## src/rtl/fpga_bridge_pkg.sv

```systemverilog
// Shared types for the AXI-Lite to APB bridge:
// FSM states, response codes and the captured transfer.
package fpga_bridge_pkg;

  typedef enum logic [1:0] {
    ST_IDLE,
    ST_SETUP,
    ST_ACCESS,
    ST_RESP
  } state_e;

  localparam logic [1:0] RESP_OKAY   = 2'b00;
  localparam logic [1:0] RESP_SLVERR = 2'b10;
  localparam logic [1:0] RESP_DECERR = 2'b11;

  typedef struct packed {
    logic        write;
    logic [31:0] addr;
    logic [31:0] data;
  } txn_t;

endpackage

```

## src/rtl/fpga_axil_apb_bridge.sv

```systemverilog
// AXI-Lite slave to APB master bridge, one transfer
// in flight, alternating write/read priority on contention.
module fpga_axil_apb_bridge
  import fpga_bridge_pkg::*;
#(
  parameter int unsigned TIMEOUT_CYC = 255
) (
  input  logic        core_clk,
  input  logic        rst_b,
  input  logic [31:0] s_axil_awaddr,
  input  logic        s_axil_awvalid,
  output logic        s_axil_awready,
  input  logic [31:0] s_axil_wdata,
  input  logic        s_axil_wvalid,
  output logic        s_axil_wready,
  output logic [1:0]  s_axil_bresp,
  output logic        s_axil_bvalid,
  input  logic        s_axil_bready,
  input  logic [31:0] s_axil_araddr,
  input  logic        s_axil_arvalid,
  output logic        s_axil_arready,
  output logic [31:0] s_axil_rdata,
  output logic [1:0]  s_axil_rresp,
  output logic        s_axil_rvalid,
  input  logic        s_axil_rready,
  output logic [31:0] m_apb_paddr,
  output logic        m_apb_psel,
  output logic        m_apb_penable,
  output logic        m_apb_pwrite,
  output logic [31:0] m_apb_pwdata,
  input  logic [31:0] m_apb_prdata,
  input  logic        m_apb_pready,
  input  logic        m_apb_pslverr
);

  localparam int unsigned CW =
    (TIMEOUT_CYC > 0) ? $clog2(TIMEOUT_CYC + 1) : 1;
  localparam logic [CW-1:0] TO_VAL = CW'(TIMEOUT_CYC);
  localparam logic [31:0] WORD_MASK = 32'hFFFF_FFFC;

  state_e        state_q, state_d;
  txn_t          txn_q;
  logic          wr_first_q;
  logic [CW-1:0] cnt_q;
  logic [1:0]    resp_q;
  logic [31:0]   rdata_q;

  logic wr_ok, rd_ok, contest;
  logic grant_wr, grant_rd;
  logic timeout, finish, resp_ack;

  always_comb begin
    wr_ok    = s_axil_awvalid & s_axil_wvalid;
    rd_ok    = s_axil_arvalid;
    contest  = wr_ok & rd_ok;
    grant_wr = (state_q == ST_IDLE) & wr_ok
             & (~rd_ok | wr_first_q);
    grant_rd = (state_q == ST_IDLE) & rd_ok
             & (~wr_ok | ~wr_first_q);
    timeout  = (TIMEOUT_CYC != 0) & (cnt_q == TO_VAL)
             & ~m_apb_pready;
    finish   = (state_q == ST_ACCESS)
             & (m_apb_pready | timeout);
    resp_ack = txn_q.write ? s_axil_bready
                           : s_axil_rready;
    state_d  = state_q;
    unique case (state_q)
      ST_IDLE:
        if (grant_wr | grant_rd) state_d = ST_SETUP;
      ST_SETUP:
        state_d = ST_ACCESS;
      ST_ACCESS:
        if (finish) state_d = ST_RESP;
      ST_RESP:
        if (resp_ack) state_d = ST_IDLE;
      default:
        state_d = ST_IDLE;
    endcase
  end

  always_ff @(posedge core_clk or negedge rst_b) begin
    if (!rst_b) begin
      state_q <= ST_IDLE;
    end else begin
      state_q <= state_d;
    end
  end

  always_ff @(posedge core_clk or negedge rst_b) begin
    if (!rst_b) begin
      txn_q      <= '0;
      wr_first_q <= 1'b1;
      cnt_q      <= '0;
      resp_q     <= RESP_OKAY;
      rdata_q    <= '0;
    end else begin
      if (grant_wr) begin
        txn_q.write <= 1'b1;
        txn_q.addr  <= s_axil_awaddr & WORD_MASK;
        txn_q.data  <= s_axil_wdata;
      end else if (grant_rd) begin
        txn_q.write <= 1'b0;
        txn_q.addr  <= s_axil_araddr & WORD_MASK;
        txn_q.data  <= '0;
      end
      if ((grant_wr | grant_rd) & contest) begin
        wr_first_q <= ~wr_first_q;
      end
      if (state_q == ST_SETUP) begin
        cnt_q <= '0;
      end else if (state_q == ST_ACCESS && cnt_q != '1) begin
        cnt_q <= cnt_q + 1'b1;
      end
      // pready beats a same-cycle timeout
      if (finish) begin
        if (!m_apb_pready) begin
          resp_q <= RESP_DECERR;
        end else if (m_apb_pslverr) begin
          resp_q <= RESP_SLVERR;
        end else begin
          resp_q <= RESP_OKAY;
        end
        rdata_q <= (m_apb_pready & ~txn_q.write)
                 ? m_apb_prdata : '0;
      end
    end
  end

  assign s_axil_awready = rst_b & grant_wr;
  assign s_axil_wready  = rst_b & grant_wr;
  assign s_axil_arready = rst_b & grant_rd;
  assign s_axil_bvalid  = (state_q == ST_RESP) & txn_q.write;
  assign s_axil_rvalid  = (state_q == ST_RESP) & ~txn_q.write;
  assign s_axil_bresp   = resp_q;
  assign s_axil_rresp   = resp_q;
  assign s_axil_rdata   = rdata_q;
  assign m_apb_paddr    = txn_q.addr;
  assign m_apb_psel     = (state_q == ST_SETUP)
                        | (state_q == ST_ACCESS);
  assign m_apb_penable  = (state_q == ST_ACCESS);
  assign m_apb_pwrite   = txn_q.write;
  assign m_apb_pwdata   = txn_q.data;

endmodule

```

## config.mk

```make
export PLATFORM = sky130hd
export DESIGN_NAME = fpga_axil_apb_bridge
export DESIGN_NICKNAME = d
export VERILOG_FILES = /design/src/rtl/fpga_bridge_pkg.sv /design/src/rtl/fpga_axil_apb_bridge.sv
export SDC_FILE = /design/constraint.sdc
export NUM_CORES = 1
export LEC_CHECK = 0
export BUFFER_PORTS_ARGS = -buffer_cell sky130_fd_sc_hd__buf_2
export CORE_UTILIZATION = 43
export CTS_BUF_LIST = sky130_fd_sc_hd__clkbuf_4
export DETAILED_ROUTE_END_ITERATION = 16
export GPL_TIMING_DRIVEN = 0
export PLACE_DENSITY = 0.88
export SYNTH_ARGS = -nofsm -noshare
export SYNTH_HDL_FRONTEND = slang
export SYNTH_SLANG_ARGS = --single-unit
```

## constraint.sdc

```tcl
create_clock -name core_clk -period 1.45 [get_ports core_clk]
set_input_delay 0.0725 -clock core_clk [delete_from_list [all_inputs] [get_ports core_clk]]
set_output_delay 0.0725 -clock core_clk [all_outputs]
set_load 0.01 [all_outputs]
```

; ---- After elaboration in Yosys (flattened, before gate mapping)
; Index checks and enable logic that the tools add are counted.
[totals]
ff_bits = 110
inputBits = 137
output_inout_bits = 108
wordCells = 58
[op_classes]
addsub = 1
n_eq_ne = 8
mux = 12
bitwise = 24
n_reduce_logical = 5
[ops]
columns = operator, n
row1 = two-way mux 65 bit, 2
row2 = two-way mux 32 bit, 1
row3 = two-way mux 8 bit, 2
row4 = AND 1 bit, 14
row5 = two-way mux 2 bit, 5
row6 = "adder 8 x 1 -> 8 bit, second input constant", 1
row7 = "== test 8 bit, second input constant", 1
row8 = "!= test 8 bit, second input constant", 1
row9 = one-hot mux 2 bit (4 select lines), 1
row10 = NOT 1 bit, 5
row11 = OR 1 bit, 5
row12 = "== test 2 bit, second input constant", 2
row13 = "!= test 2 x 1 -> 1 bit, second input constant", 2
row14 = nonzero test 2 bit, 2
row15 = AND reduction 3 bit, 1
row16 = "== test 2 x 1 -> 1 bit, second input constant", 1
row17 = logical NOT 2 bit, 1
row18 = "!= test 2 bit, second input constant", 1
row19 = logical AND 1 bit, 1
row20 = two-way mux 1 bit, 1

; ---- Logic depth before layout (Yosys ltp)
; Gate-level depths: netlist (run 1).
[logic_depth]
depth_word = 7
ltp_mapped = 7
depth_no_buf = 6

; ---- Least setup slack after synthesis (run 1)
; OpenSTA, ideal clock, no wires.
[synth_timing]
kind = flip-flop to output port
startpoint = register state_q[0]
endpoint = output port s_axil_wready
arrival_time_ns = 1.517
required_ns = 1.378
setup_slack_ns = -0.139
stages_incl_launch_ff = 8
path_buffers = 3
path_cell_list = dfrtp_1 inv_1 ha_1 and3_1 buf_2 buf_6 and2_1 buf_4
[synth_between]
elab_chain_len = 4
[synth_lines]
columns = element, line
row1 = "start, declared", fpga_axil_apb_bridge.sv:41  ; state_e state_q, state_d;
row2 = "start signal, assigned", fpga_axil_apb_bridge.sv:85  ; state_q <= state_d;
row3 = logical NOT 2 bit, fpga_axil_apb_bridge.sv:56  ; grant_wr = (state_q == ST_IDLE) & wr_ok
row4 = AND 1 bit, fpga_axil_apb_bridge.sv:56
row5 = AND 1 bit, fpga_axil_apb_bridge.sv:57  ; & (~rd_ok | wr_first_q);
row6 = AND 1 bit, --
row7 = "end, declared", fpga_axil_apb_bridge.sv:15  ; output logic s_axil_wready,
; Every way passes these cells.

; ---- Worst setup path after layout (run 1)
[layout_timing]
startpoint = register wr_first_q
endpoint = output port s_axil_wready
[layout_between]
elab_chain_len = 3
[layout_lines]
columns = element, line
row1 = "start, declared", fpga_axil_apb_bridge.sv:43  ; logic wr_first_q;
row2 = "start signal, assigned", fpga_axil_apb_bridge.sv:107  ; wr_first_q <= ~wr_first_q;
row3 = OR 1 bit, fpga_axil_apb_bridge.sv:57
row4 = AND 1 bit, fpga_axil_apb_bridge.sv:57
row5 = AND 1 bit, fpga_axil_apb_bridge.sv:130  ; assign s_axil_wready = rst_b & grant_wr;
; Every way passes these cells.

==> results of run 1 <==
==> cells in the final DEF (no fill, tap or decap), types with 2 or more instances in the layout <==
cell type	instances
nand2_1	33
nand3_2	2
buf_4	31
ha_1	2
a21oi_2	2
buf_8	4
inv_1	2
xor2_1	6
and3_4	2
o21ai_0	26
clkbuf_8	3
nand4_1	3
nand3_1	2
a21o_1	33
conb_1	2
and4b_1	32
nand2b_4	2
dfrtp_1	106
buf_2	232
clkinv_2	2
clkbuf_1	5
clkbuf_2	2
buf_6	33
o21ai_1	4
inv_2	2
and2_4	2
dlygate4sd3_1	125
and2_1	3
clkbuf_4	9
a21oi_1	2
nor2_1	8
o21ai_4	4
mux2i_1	33
inv_6	2
a22o_1	32
ha_4	4
==> worst max-delay path, delay by kind of cell, from the launching register on <==
kind / cells / cell delay, ns
DFF: 1 / 0.57
and+or+nand+nor: 3 / 0.47
buffers and inverters: 3 / 0.27
==> area by class of cell <==
type	count	area, um2
Antenna cell	1	2.50
Buffer	35	308
Clock buffer	9	67.6
Clock inverter	7	73.8
Fill cell	662	2620
Inverter	4	15.0
Multi-Input combinational cell	252	2050
Sequential cell	108	2710
Tap cell	140	175
Timing Repair Buffer	402	2870
==> metrics by stage <==
| stage | hold slack, ns | std cells | utilization, % | total power [mW] |
|---|---|---|---|---|
| 3_5_place_dp | 0.167 | 779 | 57.4 | 10.6 |
| 5_1_grt | -0.336 | 957 | 75.9 | 15.0 |
| 6_report | -0.357 | 958 | 75.9 | 14.2 |
| 2_1_floorplan | -0.223 | 401 | - | 8.26 |
| 4_1_cts | -0.360 | 944 | 74.1 | 13.3 |
| 3_3_place_gp | 0.296 | 778 | 57.1 | 10.3 |
==> per-layer routing <==
metal,global-route usage (%),vias up
li1,-,2266
met1,34.0,2514
met2,55.8,253
met3,6.33,60
met4,16.6,0
met5,0,-
==> power groups by stage <==
stage | clock, mW | combinational [mW] | sequential [mW]
floorplan | 0 | 2.51 | 5.75
global placement | 0 | 5.23 | 5.10
detailed placement | 0 | 5.45 | 5.17
CTS | 1.60 | 6.61 | 5.13
global route | 1.71 | 7.93 | 5.36
finish | 1.58 | 7.40 | 5.22
==> worst min-delay path by stage <==
| stage | from | to | cells past startpoint |
|---|---|---|---|
| floorplan | rst_b | cnt_q[0] | 0 |
| global placement | s_axil_wdata[14] | m_apb_pwdata[14] | 2 |
| detailed placement | rst_b | m_apb_pwrite | 1 |
| CTS | rst_b | m_apb_paddr[29] | 1 |
| global route | rst_b | m_apb_pwrite | 1 |
| finish | rst_b | m_apb_pwrite | 1 |
==> registers in the layout, indices dropped and copies added (netlist names) <==
signal,cells
m_apb_pwdata,32
state_q,2
s_axil_rdata,32
wr_first_q,1
m_apb_paddr,30
s_axil_bresp,2
cnt_q,8
m_apb_pwrite,1
==> cell families after synthesis <==
family | Yosys count | synth area share (%)
flip-flops | 108 | 55.9
AO/OA/AOI/OAI | 106 | 15.7
AND/OR/NAND/NOR | 95 | 13.1
buffers and inverters | 42 | 5.12
multiplexers | 35 | 7.27
XOR/XNOR | 7 | 1.27
adder cells (fa/ha/maj) | 6 | 1.55
other | 1 | 0.0775
==> what timing repair did <==
item,in CTS,in global routing
cloned,6,1
pin swaps,17,43
setup buffers,19,17
endpoints found under the hold margin,144,49
resized for setup,61,41
endpoints found under the setup margin,109,114
==> impl_metrics.csv, run 1 <==
group,metric,value,unit
yosys,synth_edf_count,0,
flow_run,cap_violations,0,
global_routing,gr-total-overflow,0,
global_routing,grt_util_all_layers,31.0,%
setup_path,path_cells,"nand2b_4 -> and3_4 -> buf_8 -> and2_4 -> buf_6 -> buf_6",
timing,rsz0062_at_grt,"true",
power,combPwrFrac,52.1,%
floorplan,die_height,108,um
timing,min_period,1.84,ns
clock_tree,hold_buffers,125,
placed_design,portBuffers,237,
timing,setup_tns,-11.78,ns
drt,route.top_layer_used,"met4",
yosys,netlist_top_cells_area,"dfrtp_1 55%, mux2i_1 7.0%, and4b_1 6.6%",
global_routing,grt_pass1_vias,5542,
floorplan,core-area,0.0109,mm2
yosys,avgSynthCellArea,12.1,um2
status,violations,"negative hold slack, negative setup slack",
clock_tree,cts_tree,"done",
drt,drt_wl_total,18500,um
yosys,netlist_area,0.00484,mm2
yosys,synth_top_area_share,55.3,%
power,clkPwrFrac,11.1,%
power,switching_share,38.8,%
timing,tightest_slew,0.716,ns
yosys,synth_common_cells,"107 x dfrtp_1, 34 x mux2i_1, 34 x nand2_1",
drt,drc,0,
status,status,"complete, but fails checks",
clock_tree,htree_levels,3,
timing,slew_headroom,52.3,%
global_routing,grt_max_degree,59,
drt,avgRoutedWirePerCell,19.3,um
setup_path,crit_path_max_fanout,2,
drt,met2_length,9770,um
floorplan,dieWidth,108,um
drt,dr_wl_met3,1110,um
timing,period_share,127,%
setup_path,r2r_end,"cnt_q[5]",
placed_design,placed_cell_area,0.00625,mm2
timing,skew,0.0166,ns
yosys,ys_ff_latch,108,
drt,first_pass_iters,4,
clock_tree,clock_latency,0.45,ns
setup_path,crit_start,"wr_first_q",
finish,syn_to_final_growth,70.8,%
timing,hold_slack,-0.357,ns
global_routing,antenna_found_initial,0,
setup_path,rr_startpoint,"state_q[0]",
finish,design_area,0.00826,mm2
setup_path,critPathLaunchType,"flip-flop",
floorplan,ios,245,
power,ir_drop,0.981,mV
timing,slew_violations,0,
yosys,yosysWarnings,0,
drt,drtIter0Drc,323,
drt,via_per_inst,5.32,
power,power_density,1720,mW/mm2
setup_path,cp_common_cell,"buf_6",
setup_path,cp-endpoint,"s_axil_wready",
setup_path,cp.required,1.38,ns
placed_design,place_congestion,0.808,
yosys,synth-async-reset-ratio,100,%
drt,m1WireLength,6960,um
yosys,yosysTopAreaCell,"dfrtp_1",
yosys,syn_inst,400,
timing,fmax,0.542,GHz
setup_path,rrSetupSlack,-0.23,ns
placed_design,hpwlAfterDp,9640,um
yosys,ys_types,38,
clock_tree,cts.path.max_buffers,2,
clock_tree,cts.clk_slew.worst_paths,0.17,ns
power,sequentialPowerShare,36.8,%
setup_path,arrival,1.77,ns
worst_hold_path,hp-class,"in2async",
timing,fin_ws,-0.395,ns
yosys,ys.flop_type,"dfrtp_1",
global_routing,grt_pass1_wl,27500,um
clock_tree,root_buffer,"clkbuf_4",
timing,timing_hold_violations_final,49,
power,intPower,8.68,mW
yosys,ys_seq_area_share,55.9,%
timing,finalSetupViolations,108,
clock_tree,cts_num_sinks,108,
finish,final_net_count,955,
setup_path,crit_slowest_cell,"dfstp_2",
setup_path,worst_setup_path_end_kind,"primary output",
floorplan,floorplan.rows,38,
setup_path,r2r_cells,8,
drt,antenna_left,0,
yosys,synth.most_common_cell,"dfrtp_1",
finish,drive_above_1_share,43.2,%
drt,vias,5093,
floorplan,design.die.area,0.0117,mm2
floorplan,start_util,44.4,%
placed_design,place_ws,-0.274,ns
power,leakage,4.66,nW
setup_path,slowest_delay,0.57,ns
clock_tree,cts-buffers-inserted,9,
setup_path,worst-setup-path-type,"reg2out",
power,power_switching,5.51,mW
(Power assumes the default switching activity.)
==> run 2: changes to the inputs <==
--- a/config.mk
+++ b/config.mk
@@ -11,6 +11,7 @@
 export DETAILED_ROUTE_END_ITERATION = 16
 export GPL_TIMING_DRIVEN = 0
 export PLACE_DENSITY = 0.88
+export RECOVER_POWER = 100
 export SYNTH_ARGS = -nofsm -noshare
 export SYNTH_HDL_FRONTEND = slang
 export SYNTH_SLANG_ARGS = --single-unit
==> impl_metrics.csv, run 2 (synthesis results as in run 1) <==
group,metric,value,unit
status,status,"complete, but fails checks",
status,violations,"negative hold slack, negative setup slack",
clock_tree,clock_latency,0.44,ns
placed_design,placed_cell_area,0.00625,mm2
floorplan,dieWidth,108,um
setup_path,critPathLaunchType,"flip-flop",
clock_tree,hold_buffers,125,
timing,min_period,1.84,ns
floorplan,floorplan.rows,38,
power,leakage,4.31,nW
clock_tree,cts_tree,"done",
timing,setup_tns,-11.90,ns
floorplan,design.die.area,0.0117,mm2
finish,final_cell_mix,"133 x buf_2, 125 x dlygate4sd3_1, 106 x dfrtp_1",
drt,avgRoutedWirePerCell,19.4,um
finish,utilization,74.7,%
drt,drtIter0Drc,318,
timing,finalSetupViolations,109,
setup_path,crit_path_max_fanout,2,
clock_tree,cts-buffers-inserted,9,
setup_path,cp.required,1.38,ns
timing,fin_ws,-0.386,ns
finish,final_net_count,955,
drt,antenna_left,0,
timing,hold_slack,-0.350,ns
drt,vias,5121,
clock_tree,cts.path.max_buffers,2,
finish,syn_to_final_growth,68.1,%
global_routing,grt_max_degree,59,
placed_design,hpwlAfterDp,9640,um
finish,mostFrequentLayoutCell,"buf_2",
timing,skew,0.0152,ns
global_routing,grt_util_all_layers,31.0,%
worst_hold_path,hp-class,"in2async",
flow_run,cap_violations,0,
floorplan,ios,245,
power,ir_drop,0.945,mV
drt,dr_wl_met3,1220,um
timing,period_share,127,%
setup_path,worst_setup_path_end_kind,"primary output",
floorplan,die_height,108,um
drt,route.top_layer_used,"met4",
setup_path,worst-setup-path-type,"reg2out",
timing,tightest_slew,0.710,ns
drt,via_per_inst,5.35,
drt,first_pass_iters,5,
timing,fmax,0.545,GHz
clock_tree,root_buffer,"clkbuf_4",
power,total_power,13.9,mW
placed_design,placedCellCount,779,
timing,rsz0062_at_grt,"true",
clock_tree,htree_levels,3,
finish,drive_above_1_share,31.1,%
drt,drc,0,
clock_tree,cts_num_sinks,108,
drt,drt_wl_total,18600,um
finish,design_area,0.00813,mm2
power,power_density,1710,mW/mm2
floorplan,core-area,0.0109,mm2
floorplan,start_util,44.4,%
placed_design,portBuffers,237,
global_routing,grt_pass1_wl,27500,um
timing,slew_violations,0,
timing,slew_headroom,52.7,%
drt,met2_length,9760,um
global_routing,grt_pass1_vias,5542,
drt,m1WireLength,6890,um
setup_path,arrival,1.76,ns
global_routing,gr-total-overflow,0,
global_routing,antenna_found_initial,0,
clock_tree,cts.clk_slew.worst_paths,0.17,ns
finish,layoutNonFillerInstCount,958,
placed_design,place_congestion,0.808,
timing,timing_hold_violations_final,49,
placed_design,place_ws,-0.274,ns
[run 2: cell types whose count changed in the layout (fill, tap and decap cells not counted)]
cell / previous run / this run
buf_6: 33 / 32
buf_2: 232 / 133
clkbuf_1: 5 / 104
clkbuf_2: 2 / 3
[run 2: layout make-up]
type | count | area (um2)
plain buffers | 35 | 308
repair buffers | 402 | 2740
inverters | 4 | 15.0
clock buffers | 9 | 67.6
flip-flops and latches | 108 | 2710
multi-input cells | 252 | 2050
well taps | 140 | 175
fillers | 727 | 2750
diodes | 1 | 2.50
clock inverters | 7 | 73.8
[run 2: where the power goes]
part | leakage [nW] | switching [mW] | internal [mW]
combinational | 2.84 | 3.62 | 3.41
clock | 0.0767 | 1.03 | 0.537
sequential | 1.38 | 0.896 | 4.37
total | 4.31 | 5.55 | 8.32
[run 2: worst paths after layout]
check | start | endpoint | slack, ns | cells past startpoint
max | wr_first_q | s_axil_wready | -0.39 | 6
min | rst_b | cnt_q[1] | -0.35 | 1
max reg2reg | state_q[0] | cnt_q[5] | -0.22 | 8
min reg2reg | s_axil_rdata[9] | s_axil_rdata[9] | 0.50 | 1
max in group asynchronous | rst_b | m_apb_pwdata[1] | 1.07 | 2
min in group core_clk | m_apb_prdata[30] | s_axil_rdata[30] | 0.06 | 3
[run 2: critical path, cell delays in order, from the launching register on]
cell and delay [ns]:
dfstp_2 0.57, nand2b_4 0.12, and3_4 0.21, buf_8 0.10, and2_4 0.14, buf_6 0.09, buf_6 0.08
[run 2: per-layer routing]
metal	vias to the layer above	GRT usage, %
met2	270	55.8
met1	2510	34.0
li1	2273	-
met4	0	16.6
met5	-	0
met3	68	6.33
[run 2: timing repair]
item | in CTS | in global routing
endpoints found under the hold margin | 144 | 49
gates cloned | 6 | 1
pin swaps | 17 | 43
setup endpoints to repair | 109 | 114
gates resized for setup | 61 | 41
setup buffers | 19 | 17
==> run 3: changes to the inputs <==
==> constraint.sdc (replaced) <==
create_clock -name core_clk -period 1.5 [get_ports core_clk]
set_input_delay 0.075 -clock core_clk [delete_from_list [all_inputs] [get_ports core_clk]]
set_output_delay 0.075 -clock core_clk [all_outputs]
set_load 0.01 [all_outputs]
==> impl_metrics.csv, run 3 (synthesis results as in run 1) <==
group,metric,value,unit
status,status,"complete, but fails checks",
status,violations,"negative hold slack, negative setup slack",
drt,first_pass_iters,5,
setup_path,slowest_delay,0.44,ns
setup_path,cp_top_family,"flip-flops",
clock_tree,cts.clk_slew.worst_paths,0.17,ns
drt,drt_wl_total,18100,um
flow_run,cap_violations,0,
finish,utilization,75.1,%
setup_path,critPathBufInv,3,
setup_path,cp.required,1.42,ns
global_routing,grt_util_all_layers,29.4,%
placed_design,hpwlAfterDp,9740,um
finish,final_net_count,950,
timing,skew,0.0214,ns
floorplan,die_height,108,um
finish,syn_to_final_growth,68.9,%
floorplan,floorplan.rows,38,
clock_tree,clock_latency,0.43,ns
placed_design,place_congestion,0.802,
clock_tree,htree_levels,3,
floorplan,dieWidth,108,um
drt,via_per_inst,5.41,
global_routing,grt_max_degree,61,
timing,slew_headroom,55.0,%
drt,drc,0,
timing,period_share,116,%
finish,drive_above_1_share,42.2,%
power,power_density,1650,mW/mm2
finish,final_cell_mix,"235 x buf_2, 124 x dlygate4sd3_1, 107 x dfrtp_1",
placed_design,placed_cell_area,0.00625,mm2
drt,antenna_left,0,
timing,timing_hold_violations_final,50,
floorplan,core-area,0.0109,mm2
clock_tree,root_buffer,"clkbuf_4",
power,ir_drop,0.914,mV
setup_path,crit_path_max_fanout,3,
finish,design_area,0.00817,mm2
timing,fmax,0.576,GHz
timing,min_period,1.73,ns
drt,avgRoutedWirePerCell,19.0,um
setup_path,worst-setup-path-type,"reg2out",
floorplan,design.die.area,0.0117,mm2
clock_tree,cts.path.max_buffers,2,
clock_tree,cts_tree,"done",
worst_hold_path,hp-class,"in2async",
power,leakage,4.62,nW
setup_path,crit_slowest_cell,"dfrtp_1",
power,total_power,13.4,mW
timing,fin_ws,-0.235,ns
setup_path,worst_setup_path_end_kind,"primary output",
global_routing,antenna_found_initial,0,
timing,setup_tns,-6.70,ns
setup_path,critPathLaunchType,"flip-flop",
drt,drtIter0Drc,423,
setup_path,cp_common_cell,"buf_6",
floorplan,start_util,44.4,%
drt,vias,5155,
timing,hold_slack,-0.360,ns
timing,finalSetupViolations,90,
setup_path,path_cells,"inv_2 -> ha_4 -> and3_4 -> and2_4 -> buf_6 -> buf_6",
placed_design,portBuffers,237,
timing,rsz0062_at_grt,"true",
global_routing,grt_pass1_wl,26400,um
global_routing,grt_pass1_vias,5470,
finish,mostFrequentLayoutCell,"buf_2",
clock_tree,hold_buffers,124,
global_routing,gr-total-overflow,0,
clock_tree,cts-buffers-inserted,9,
timing,tightest_slew,0.676,ns
floorplan,ios,245,
clock_tree,cts_num_sinks,108,
timing,slew_violations,0,
setup_path,arrival,1.66,ns
## run 3: routing by layer
| layer | share of wire [%] | routed length (um) | global-route usage [%] | vias to the layer above |
|---|---|---|---|---|
| met5 | 0 | 0 | 0 | - |
| met4 | 4.2 | 759 | 17.2 | 0 |
| met3 | 6.3 | 1150 | 6.33 | 76 |
| met2 | 52 | 9500 | 53.0 | 281 |
| met1 | 37 | 6730 | 31.7 | 2533 |
| li1 | - | - | - | 2265 |
## run 3: timing repair
item                       in CTS  in global routing
buffers inserted               20                 14
hold endpoints to repair      144                 50
gates resized for setup        51                 44
pin swaps                      41                 43
cloned                          2                  4
setup endpoints to repair      99                109
## run 3: cell type report
cell class / count / area, um2
Inverter: 4 / 15.0
Clock inverter: 7 / 51.3
Fill cell: 650 / 2720
Multi-Input combinational cell: 252 / 2020
Antenna cell: 1 / 2.50
Tap cell: 140 / 175
Buffer: 35 / 333
Timing Repair Buffer: 397 / 2800
Clock buffer: 9 / 67.6
Sequential cell: 108 / 2700
## run 3: final timing paths
check	from	end	slack (ns)	cells past startpoint
max	state_q[0]	s_axil_wready	-0.23	6
min	rst_b	s_axil_rdata[16]	-0.36	1
max reg2reg	cnt_q[4]	state_q[1]	-0.18	5
min reg2reg	s_axil_rdata[10]	s_axil_rdata[10]	0.50	1
max in group asynchronous	rst_b	wr_first_q	1.08	2
min in group core_clk	m_apb_prdata[26]	s_axil_rdata[26]	0.06	3
## run 3: report_power, final
group | internal (mW) | total (mW) | switching, mW
logic | 3.59 | 7.07 | 3.48
clock network | 0.353 | 1.33 | 0.982
registers | 4.22 | 5.04 | 0.823
## run 3: metrics by stage
stage | setup slack (ns) | cells | hold WS, ns
6_report | -0.235 | 953 | -0.360
5_1_grt | -0.308 | 952 | -0.339
4_1_cts | -0.414 | 941 | -0.370
3_5_place_dp | -0.256 | 779 | 0.148
3_3_place_gp | -0.988 | 778 | 0.301
2_1_floorplan | 0.00325 | 401 | -0.221
